## src/rtl/capture_engine_n_pkg.sv

```systemverilog
// Shared types and sizing helpers for the capture/dump engine.
// Imported by the engine top and its decimator.
package capture_engine_n_pkg;

  typedef enum logic [2:0] {
    ST_IDLE,
    ST_FILL,
    ST_WAIT_TRIG,
    ST_POST,
    ST_DONE,
    ST_RD,
    ST_HOLD
  } cap_state_t;

  function automatic int depth_of(input int addr_w);
    return 1 << addr_w;
  endfunction

  // A single channel still needs a one-bit select port.
  function automatic int ch_w_of(input int num_ch);
    return (num_ch > 1) ? $clog2(num_ch) : 1;
  endfunction

endpackage

```

## src/rtl/capture_engine_n_if.sv

```systemverilog
// Byte stream from the capture engine dump port to the command logic.
// Valid/ready handshake; a byte moves when both are high at a clock edge.
interface capture_engine_n_if #(
  parameter int DATA_W = 8
) ();

  logic [DATA_W-1:0] dump_data;
  logic              dump_vld;
  logic              dump_rdy;

  modport master (output dump_data, output dump_vld, input dump_rdy);
  modport slave  (input dump_data, input dump_vld, output dump_rdy);

endinterface

```

## src/rtl/capture_engine_n_sample_decimator.sv

```systemverilog
// Sample-rate divider: one tick every 2**decimator clocks.
// The exponent is latched and the phase cleared on reload.
module sample_decimator #(
  parameter  int DEC_W = 4,
  localparam int CNT_W = (1 << DEC_W) - 1
) (
  input  logic             clk,
  input  logic             rst_n,
  input  logic             reload_i,
  input  logic [DEC_W-1:0] decimator_i,
  output logic             tick_o
);

  logic [DEC_W-1:0] dec_q;
  logic [CNT_W-1:0] cnt_q;
  logic [CNT_W-1:0] mask;

  // A zero exponent gives an all-zero mask, so every clock is a tick.
  assign mask   = ~({CNT_W{1'b1}} << dec_q);
  assign tick_o = (cnt_q == mask);

  always_ff @(posedge clk or negedge rst_n) begin
    if (!rst_n) begin
      dec_q <= '0;
      cnt_q <= '0;
    end else if (reload_i) begin
      dec_q <= decimator_i;
      cnt_q <= '0;
    end else if (tick_o) begin
      cnt_q <= '0;
    end else begin
      cnt_q <= cnt_q + CNT_W'(1);
    end
  end

endmodule

```

## src/rtl/capture_engine_n.sv

```systemverilog
// Multi-channel circular capture with post-trigger count, followed by an
// oldest-first per-channel dump over a valid/ready byte stream.
module capture_engine_n
  import capture_engine_n_pkg::*;
#(
  parameter  int NUM_CH = 3,
  parameter  int ADDR_W = 9,
  parameter  int DATA_W = 8,
  parameter  int DEC_W  = 4,
  localparam int CH_W   = ch_w_of(NUM_CH)
) (
  input  logic                     clk,
  input  logic                     rst_n,
  input  logic                     capture_en_i,
  input  logic                     abort_i,
  input  logic                     trigger_i,
  input  logic [DEC_W-1:0]         decimator_i,
  input  logic [ADDR_W-1:0]        trig_pos_i,
  output logic                     armed_o,
  output logic                     capture_done_o,
  output logic                     en_o,
  output logic                     we_o,
  output logic [ADDR_W-1:0]        addr_o,
  input  logic [NUM_CH*DATA_W-1:0] rdata_i,
  input  logic                     start_dump_i,
  input  logic [CH_W-1:0]          dump_ch_i,
  output logic                     dump_done_o,
  output logic                     dump_err_o,
  capture_engine_n_if.master       dump_if
);

  localparam int DEPTH = depth_of(ADDR_W);
  localparam int CNT_W = ADDR_W + 1;

  cap_state_t        state_q, state_d;
  logic [ADDR_W-1:0] wptr_q, wptr_d;
  logic [ADDR_W-1:0] rptr_q, rptr_d;
  logic [ADDR_W-1:0] tp_q, tp_d;
  logic [CNT_W-1:0]  cnt_q, cnt_d;
  logic [CH_W-1:0]   ch_q, ch_d;
  logic [DATA_W-1:0] data_q, data_d;
  logic              fresh_q, fresh_d;
  logic              done_q, done_d;
  logic              err_q, err_d;

  logic              tick;
  logic              reload;
  logic              writing;
  logic [CNT_W-1:0]  fill_target;
  logic [CNT_W-1:0]  post_last;
  logic [DATA_W-1:0] rd_slice;

  // cnt_q is shared: fill count, post-trigger count, then dumped-byte count.
  assign fill_target = CNT_W'(DEPTH) - {1'b0, tp_q};
  assign post_last   = {1'b0, tp_q} - CNT_W'(1);
  assign rd_slice    = rdata_i[int'(ch_q)*DATA_W +: DATA_W];
  assign writing     = state_q inside {ST_FILL, ST_WAIT_TRIG, ST_POST};

  sample_decimator #(.DEC_W(DEC_W)) u_decimator (
    .clk         (clk),
    .rst_n       (rst_n),
    .reload_i    (reload),
    .decimator_i (decimator_i),
    .tick_o      (tick)
  );

  always_comb begin
    state_d = state_q;
    wptr_d  = wptr_q;
    rptr_d  = rptr_q;
    tp_d    = tp_q;
    cnt_d   = cnt_q;
    ch_d    = ch_q;
    data_d  = data_q;
    fresh_d = 1'b0;
    done_d  = 1'b0;
    err_d   = 1'b0;
    reload  = 1'b0;
    en_o    = 1'b0;
    we_o    = 1'b0;
    addr_o  = '0;

    if (writing && tick) begin
      en_o   = 1'b1;
      we_o   = 1'b1;
      addr_o = wptr_q;
      wptr_d = wptr_q + ADDR_W'(1);
    end

    unique case (state_q)
      ST_IDLE: begin
        if (capture_en_i) reload = 1'b1;
      end
      ST_FILL: begin
        if (tick) begin
          cnt_d = cnt_q + CNT_W'(1);
          if (cnt_d == fill_target) state_d = ST_WAIT_TRIG;
        end
      end
      ST_WAIT_TRIG: begin
        if (trigger_i) begin
          cnt_d   = '0;
          state_d = (tp_q == '0) ? ST_DONE : ST_POST;
        end
      end
      ST_POST: begin
        if (tick) begin
          cnt_d = cnt_q + CNT_W'(1);
          if (cnt_q == post_last) state_d = ST_DONE;
        end
      end
      ST_DONE: begin
        if (capture_en_i) begin
          reload = 1'b1;
        end else if (start_dump_i) begin
          if ({1'b0, dump_ch_i} < (CH_W+1)'(NUM_CH)) begin
            state_d = ST_RD;
            rptr_d  = wptr_q;
            cnt_d   = '0;
            ch_d    = dump_ch_i;
          end else begin
            err_d = 1'b1;
          end
        end
      end
      ST_RD: begin
        en_o    = 1'b1;
        addr_o  = rptr_q;
        fresh_d = 1'b1;
        state_d = ST_HOLD;
      end
      ST_HOLD: begin
        // RAM data is only live in the first HOLD cycle; keep a copy for stalls.
        if (fresh_q) data_d = rd_slice;
        if (dump_if.dump_rdy) begin
          rptr_d = rptr_q + ADDR_W'(1);
          cnt_d  = cnt_q + CNT_W'(1);
          if (cnt_q == CNT_W'(DEPTH - 1)) begin
            state_d = ST_DONE;
            done_d  = 1'b1;
          end else begin
            state_d = ST_RD;
          end
        end
      end
      default: state_d = ST_IDLE;
    endcase

    if (reload) begin
      state_d = ST_FILL;
      wptr_d  = '0;
      cnt_d   = '0;
      tp_d    = trig_pos_i;
    end

    if (abort_i) begin
      state_d = ST_IDLE;
      reload  = 1'b0;
      fresh_d = 1'b0;
      done_d  = 1'b0;
      err_d   = 1'b0;
    end
  end

  always_ff @(posedge clk or negedge rst_n) begin
    if (!rst_n) begin
      state_q <= ST_IDLE;
      wptr_q  <= '0;
      rptr_q  <= '0;
      tp_q    <= '0;
      cnt_q   <= '0;
      ch_q    <= '0;
      data_q  <= '0;
      fresh_q <= 1'b0;
      done_q  <= 1'b0;
      err_q   <= 1'b0;
    end else begin
      state_q <= state_d;
      wptr_q  <= wptr_d;
      rptr_q  <= rptr_d;
      tp_q    <= tp_d;
      cnt_q   <= cnt_d;
      ch_q    <= ch_d;
      data_q  <= data_d;
      fresh_q <= fresh_d;
      done_q  <= done_d;
      err_q   <= err_d;
    end
  end

  assign armed_o           = state_q inside {ST_WAIT_TRIG, ST_POST};
  assign capture_done_o    = state_q inside {ST_DONE, ST_RD, ST_HOLD};
  assign dump_if.dump_vld  = (state_q == ST_HOLD);
  assign dump_if.dump_data = (state_q == ST_HOLD) ? (fresh_q ? rd_slice : data_q) : '0;
  assign dump_done_o       = done_q;
  assign dump_err_o        = err_q;

endmodule

```

## src/flat_wrapper.sv

```systemverilog
// flat-port wrapper written by rule: the top's interface ports become plain ports
module capture_engine_n_flat import capture_engine_n_pkg::*;
#(
  parameter  int NUM_CH = 3,
  parameter  int ADDR_W = 9,
  parameter  int DATA_W = 8,
  parameter  int DEC_W  = 4,
  localparam int CH_W   = ch_w_of(NUM_CH)
)
  (clk, rst_n, capture_en_i, abort_i, trigger_i, decimator_i, trig_pos_i, armed_o, capture_done_o, en_o, we_o, addr_o, rdata_i, start_dump_i, dump_ch_i, dump_done_o, dump_err_o, dump_if_dump_data, dump_if_dump_vld, dump_if_dump_rdy);
  capture_engine_n_if #(.DATA_W(DATA_W)) dump_if_i ();
  input  logic clk;
  input  logic rst_n;
  input  logic capture_en_i;
  input  logic abort_i;
  input  logic trigger_i;
  input  logic [DEC_W-1:0] decimator_i;
  input  logic [ADDR_W-1:0] trig_pos_i;
  output logic armed_o;
  output logic capture_done_o;
  output logic en_o;
  output logic we_o;
  output logic [ADDR_W-1:0] addr_o;
  input  logic [NUM_CH*DATA_W-1:0] rdata_i;
  input  logic start_dump_i;
  input  logic [CH_W-1:0] dump_ch_i;
  output logic dump_done_o;
  output logic dump_err_o;
  output wire logic [$bits(dump_if_i.dump_data)-1:0] dump_if_dump_data;
  output wire logic [$bits(dump_if_i.dump_vld)-1:0] dump_if_dump_vld;
  input wire logic [$bits(dump_if_i.dump_rdy)-1:0] dump_if_dump_rdy;
  assign dump_if_dump_data = dump_if_i.dump_data;
  assign dump_if_dump_vld = dump_if_i.dump_vld;
  assign dump_if_i.dump_rdy = dump_if_dump_rdy;
  capture_engine_n #(.NUM_CH(NUM_CH), .ADDR_W(ADDR_W), .DATA_W(DATA_W), .DEC_W(DEC_W)) u_core (.clk(clk), .rst_n(rst_n), .capture_en_i(capture_en_i), .abort_i(abort_i), .trigger_i(trigger_i), .decimator_i(decimator_i), .trig_pos_i(trig_pos_i), .armed_o(armed_o), .capture_done_o(capture_done_o), .en_o(en_o), .we_o(we_o), .addr_o(addr_o), .rdata_i(rdata_i), .start_dump_i(start_dump_i), .dump_ch_i(dump_ch_i), .dump_done_o(dump_done_o), .dump_err_o(dump_err_o), .dump_if(dump_if_i));
endmodule
```

## config.mk

```make
export PLATFORM = sky130hd
export DESIGN_NAME = capture_engine_n_flat
export DESIGN_NICKNAME = d
export VERILOG_FILES = /design/src/rtl/capture_engine_n_pkg.sv /design/src/rtl/capture_engine_n_if.sv /design/src/rtl/capture_engine_n_sample_decimator.sv /design/src/rtl/capture_engine_n.sv /design/src/flat_wrapper.sv
export SDC_FILE = /design/constraint.sdc
export NUM_CORES = 1
export LEC_CHECK = 0
export CAP_MARGIN = 10
export CORE_MARGIN = 2
export CORE_UTILIZATION = 30
export CTS_CLUSTER_DIAMETER = 30
export DETAILED_ROUTE_END_ITERATION = 12
export HOLD_SLACK_MARGIN = 0.15
export MAX_ROUTING_LAYER = met4
export SLEW_MARGIN = 10
export SYNTH_ARGS = -nofsm -noshare
export SYNTH_HDL_FRONTEND = slang
export SYNTH_SLANG_ARGS = --single-unit
export TNS_END_PERCENT = 1
```

## constraint.sdc

```tcl
create_clock -name clk -period 8.65 [get_ports clk]
set_clock_uncertainty 0.05 [all_clocks]
set_input_delay 2.1625 -clock clk [delete_from_list [all_inputs] [get_ports clk]]
set_output_delay 2.1625 -clock clk [all_outputs]
set_load 0.03 [all_outputs]
```

; ---- After elaboration in Yosys (flattened, before gate mapping)
; Cells that the tools add are included.
[totals]
inputBits = 46
regBits = 72
output_inout_bits = 24
[op_classes]
magnitude_cmp = 1
n_addsub = 6
n_eq_ne = 30
n_shift = 2
muxes = 51
reduce_logical = 15
n_bitwise = 2
[op_table]
columns = op, n
row1 = $mux 9, 8
row2 = $mux 10, 7
row3 = $pmux 10 s4, 1
row4 = $mux 3, 12
row5 = $mux 15, 2
row6 = $shiftx 24x6->8, 1
row7 = $pmux 3 s7, 1
row8 = $eq 10x10->1, 2
row9 = $ne 4x4->1 const B, 5
row10 = $add 9x1->9 const B, 2
row11 = $pmux 9 s2, 1
row12 = $mux 1, 17
row13 = $mux 8, 2
row14 = $add 15x1->15 const B, 1
row15 = $eq 15x15->1, 1
row16 = $not 15->15, 1
row17 = $shl 15x4->15 const A, 1
row18 = $ne 4x3->1 const B, 3
row19 = $add 10x1->10 const B, 1
row20 = $eq 10x9->1 const B, 1
row21 = $reduce_and 10->1, 1
row22 = $sub 10x9->10 const A, 1
row23 = $sub 9x1->10 const B, 1
row24 = $eq 3x3->1 const B, 3
row25 = other kinds (20), 31

; ---- Longest topological paths before layout
[depth]
ltp_word = 7
depth_mapped = 12

; ---- Cells and area by module
; From an unflattened synthesis, not the netlist that was laid out.
[hier_totals]
hier_cells = 546
hier_area_um2 = 4833.4
[modules_own_cells]
columns = module, seq_area_each_um2, n_inst, area_per_inst_um2, cells_each
row1 = capture_engine_n, 1326.3, 1, 3587.2, 411
row2 = sample_decimator, 475.5, 1, 1246.2, 135

; ---- Worst setup path before layout
; OpenSTA, ideal clock, no wires.
[synth_path]
kind = input-to-output
start = input port rdata_i[16]
end = output port dump_if_dump_data[0]
path_stages = 4
n_path_buf = 0
required_ns = 6.438
path_slack_ns = 3.234
t_arrival_ns = 3.203
path_cell_list = mux2i_1 nor2_1 a21oi_1 a211oi_1
[synth_via]
elab_chain_len = 3
[synth_rtl]
columns = item, line
row1 = start: declaration, flat_wrapper.sv:24  ; input logic [NUM_CH*DATA_W-1:0] rdata_i;
row2 = $shiftx 24x6->8, capture_engine_n.sv:56  ; assign rd_slice = rdata_i[int'(ch_q)*DATA_W +: DATA_W];
row3 = $mux 8 (2 in series), capture_engine_n.sv:194  ; assign dump_if.dump_data = (state_q == ST_HOLD) ? (fresh_q ? rd_slice : data_q) : '0;
row4 = end: declaration, flat_wrapper.sv:29  ; output wire logic [$bits(dump_if_i.dump_data)-1:0] dump_if_dump_data;
; Every way passes these cells.

; ---- Worst setup path after layout
[layout_path]
start = register u_core.u_decimator.dec_q[3]
end = output port addr_o[0]
[layout_via]
elab_chain_len = 6
[layout_rtl]
columns = item, line
row1 = start: declaration, capture_engine_n_sample_decimator.sv:14  ; logic [DEC_W-1:0] dec_q;
row2 = start signal: assignment, capture_engine_n_sample_decimator.sv:27  ; dec_q <= decimator_i;
row3 = $shl 15x4->15, capture_engine_n_sample_decimator.sv:19  ; assign mask = ~({CNT_W{1'b1}} << dec_q);
row4 = $not 15->15, capture_engine_n_sample_decimator.sv:19
row5 = $eq 15x15->1, capture_engine_n_sample_decimator.sv:20  ; assign tick_o = (cnt_q == mask);
row6 = $logic_and 1x1->1, capture_engine_n.sv:83  ; if (writing && tick) begin
row7 = $mux 9, capture_engine_n.sv:83
row8 = $mux 9, capture_engine_n.sv:90  ; unique case (state_q)
row9 = end: declaration, flat_wrapper.sv:23  ; output logic [ADDR_W-1:0] addr_o;
; Every way passes these cells.

==> reports/metrics.yaml <==
timing:
  fin_crit_ns: 6.35
  setup_violations: 0
  drv_slew: 0
  tightestPinTransition_ns: 1.10
  rsz0062_at_grt: "false"
  finalCritPeriodShare_pct: 73.5
  setup_tns_ns: 0
  finalHoldViolations: 0
  relSlewSlack_pct: 26.2
  max_freq_mhz: 157
  holdWs_ns: 0.432
routing:
  dr.first_iter.drc_count: 290
  viasPerCell: 5.31
  routedWlPerCell_um: 15.4
  routed_wl_um: 12900
  dr.pass1.iters: 5
  drc: 0
  detail-route-antenna-nets: 0
  vias: 4422
logic_synthesis:
  synth_area_mm2: 0.00473
  async_reset_ff_share_pct: 100
  synth_top_area_share_pct: 38.1
  synth_nets: 619
  ys_top_cells_by_area: "dfrtp_1 (38%), nor2_1 (6.2%), nand2_1 (4.4%)"
  synth_seq_cells: 72
  yosys_most_used_dff: "dfrtp_1"
  synth_edf_count: 0
  seq_area_frac_synth_pct: 38.1
  synth_area_per_cell_um2: 8.34
  synth_top_area_cell: "dfrtp_1"
  synth_cell_types: 61
  syn_inst: 567
  yosys_warnings: 0
floorplan:
  fp-row-count: 45
  die_area_mm2: 0.0168
  core-area_mm2: 0.0153
  io_pins: 70
  die_y_um: 130
  die_w_um: 130
  initial_core_util_pct: 30.9
cts:
  numClockSinks: 72
  clk_pin_slew_ns: 0.06
  root_buffer: "clkbuf_16"
  ctsHoldBuffers: 0
  cts_tree: "built"
  clk_latency_ns: 0.33
  postCtsResizedCells: 0
  cts_buffers: 9
  clk_path_buf_depth: 2
  postCtsSetupRepairBufs: 0
  h-tree-depth: 3
global_routing:
  grt_pass1_vias: 4421
  grt_max_degree: 73
  grt_pass1_wl_um: 21700
  overflow: 0
  grtUsageTotal_pct: 16.7
  antenna_found_initial: 0
place:
  hpwlAfterDp_um: 9130
  portBuffers: 69
  place_congestion: 0.877
pwr:
  power.total_mw: 1.38
  vdd_drop_max_mv: 0.103
  power_density_mw_per_mm2: 234
  leakage_nw: 2.37
layout:
  area_delta_synth_final_pct: 24.1
  layout_common_cells: "nor2_1 (78), dfrtp_1 (72), clkdlybuf4s50_1 (68), nand2_1 (55), o21ai_0 (40)"
  layout_commonest_cell: "nor2_1"
  drive_above_1_share_pct: 4.98
  finalNetCount: 669
  n_antenna_cell: 0
setup_path:
  end_kind: "output pin"
  critPathRequiredTime_ns: 6.44
  crit_fanout: 21
  start_kind: "flop"
  critPathArrivalTime_ns: 4.14
  crit_type: "reg -> out"
min_path:
  hp-class: "reg -> reg"
flow_run:
  maxCapViolations: 0
run_status:
  outcome: "complete, no violations"
[critical path, cell delays in order (launching register included)]
cell and delay (ns):
dfrtp_1 0.76, inv_1 0.26, a222oi_1 0.35, o211a_1 0.24, o2111ai_1 0.26, nor4_4 0.97, a22o_1 0.30, clkdlybuf4s50_1 0.67
[routing by layer]
metal,vias up,track usage (%),share of wire (%)
li1,2123,-,-
met1,2140,21.5,46
met2,138,26.1,46
met3,21,4.17,5.8
met4,0,5.00,1.5
met5,-,-,0
[registers in the layout, indices dropped and copies added (netlist names)]
signal,cells
u_core.tp_q,9
u_core.dump_done_o,1
u_core.data_q,8
u_core.cnt_q,10
u_core.dump_err_o,1
u_core.u_decimator.dec_q,4
u_core.wptr_q,9
u_core.rptr_q,9
u_core.fresh_q,1
u_core.u_decimator.cnt_q,15
u_core.state_q,3
u_core.ch_q,2
[logic make-up after synthesis]
kind of cell	Yosys count	synth area share, %
buffers and inverters	49	4.42
AND/OR/NAND/NOR	239	24.6
flip-flops	72	38.1
adder cells (fa/ha/maj)	6	1.59
AO/OA/AOI/OAI	150	20.8
XOR/XNOR	37	7.43
multiplexers	14	3.04
[worst paths after layout]
kind                                                    startpoint                                     to  slack (ns)  depth (start not counted)
setup reg to reg           u_core.u_decimator.dec_q[3]$_DFFE_PN0P_           u_core.wptr_q[7]$_DFFE_PN0P_        4.86                          8
hold / removal                        u_core.data_q[3]$_DFFE_PN0P_           u_core.data_q[3]$_DFFE_PN0P_        0.43                          1
hold reg to reg                       u_core.data_q[3]$_DFFE_PN0P_           u_core.data_q[3]$_DFFE_PN0P_        0.43                          1
max in group asynchronous                                    rst_n            u_core.cnt_q[2]$_DFFE_PN0P_        5.95                          2
min in group asynchronous                                    rst_n  u_core.u_decimator.cnt_q[7]$_DFF_PN0_        2.00                          2
setup / recovery           u_core.u_decimator.dec_q[3]$_DFFE_PN0P_                              addr_o[0]        2.30                          7
[synthesized netlist by cell type (all sizes together), types with 2 or more instances]
cell type,count
a211o,3
a211oi,10
a21o,9
a21oi,36
a22o,10
a22oi,2
a311oi,4
a31oi,6
and2,5
and3,13
buf,12
clkbuf,20
dfrtp,72
ha,6
inv,17
mux2,3
mux2i,11
nand2,55
nand2b,6
nand3,20
nand3b,5
nand4,7
nor2,78
nor2b,6
nor3,16
nor4,6
o2111ai,3
o211a,2
o211ai,2
o21a,5
o21ai,40
o22ai,3
o31ai,6
or2,6
or3,8
or4,2
xnor2,21
xnor3,2
xor2,14
[area by class of cell]
class / instances / area, um2
fillers: 1590 / 9440
clock inverters: 3 / 65.1
clock buffers: 13 / 250
repair buffers: 71 / 701
multi-input cells: 446 / 2730
inverters: 17 / 63.8
flip-flops and latches: 72 / 1800
well taps: 211 / 264
[power by group]
part	total [mW]	internal (mW)	switching (mW)	leakage [nW]
combinational	0.438	0.209	0.229	1.28
clock	0.401	0.260	0.140	0.154
sequential	0.537	0.406	0.131	0.934
total	1.38	0.876	0.501	2.37
[metrics by stage]
stage	utilization (%)	area, um2	instances	setup WS (ns)
floorplan	-	4730	567	3.23
global placement	36.2	5550	817	2.42
detailed placement	36.2	5550	817	2.44
CTS	38.3	5860	833	2.34
global route	38.3	5870	833	2.05
finish	38.3	5870	833	2.30
(Power assumes the default switching activity.)
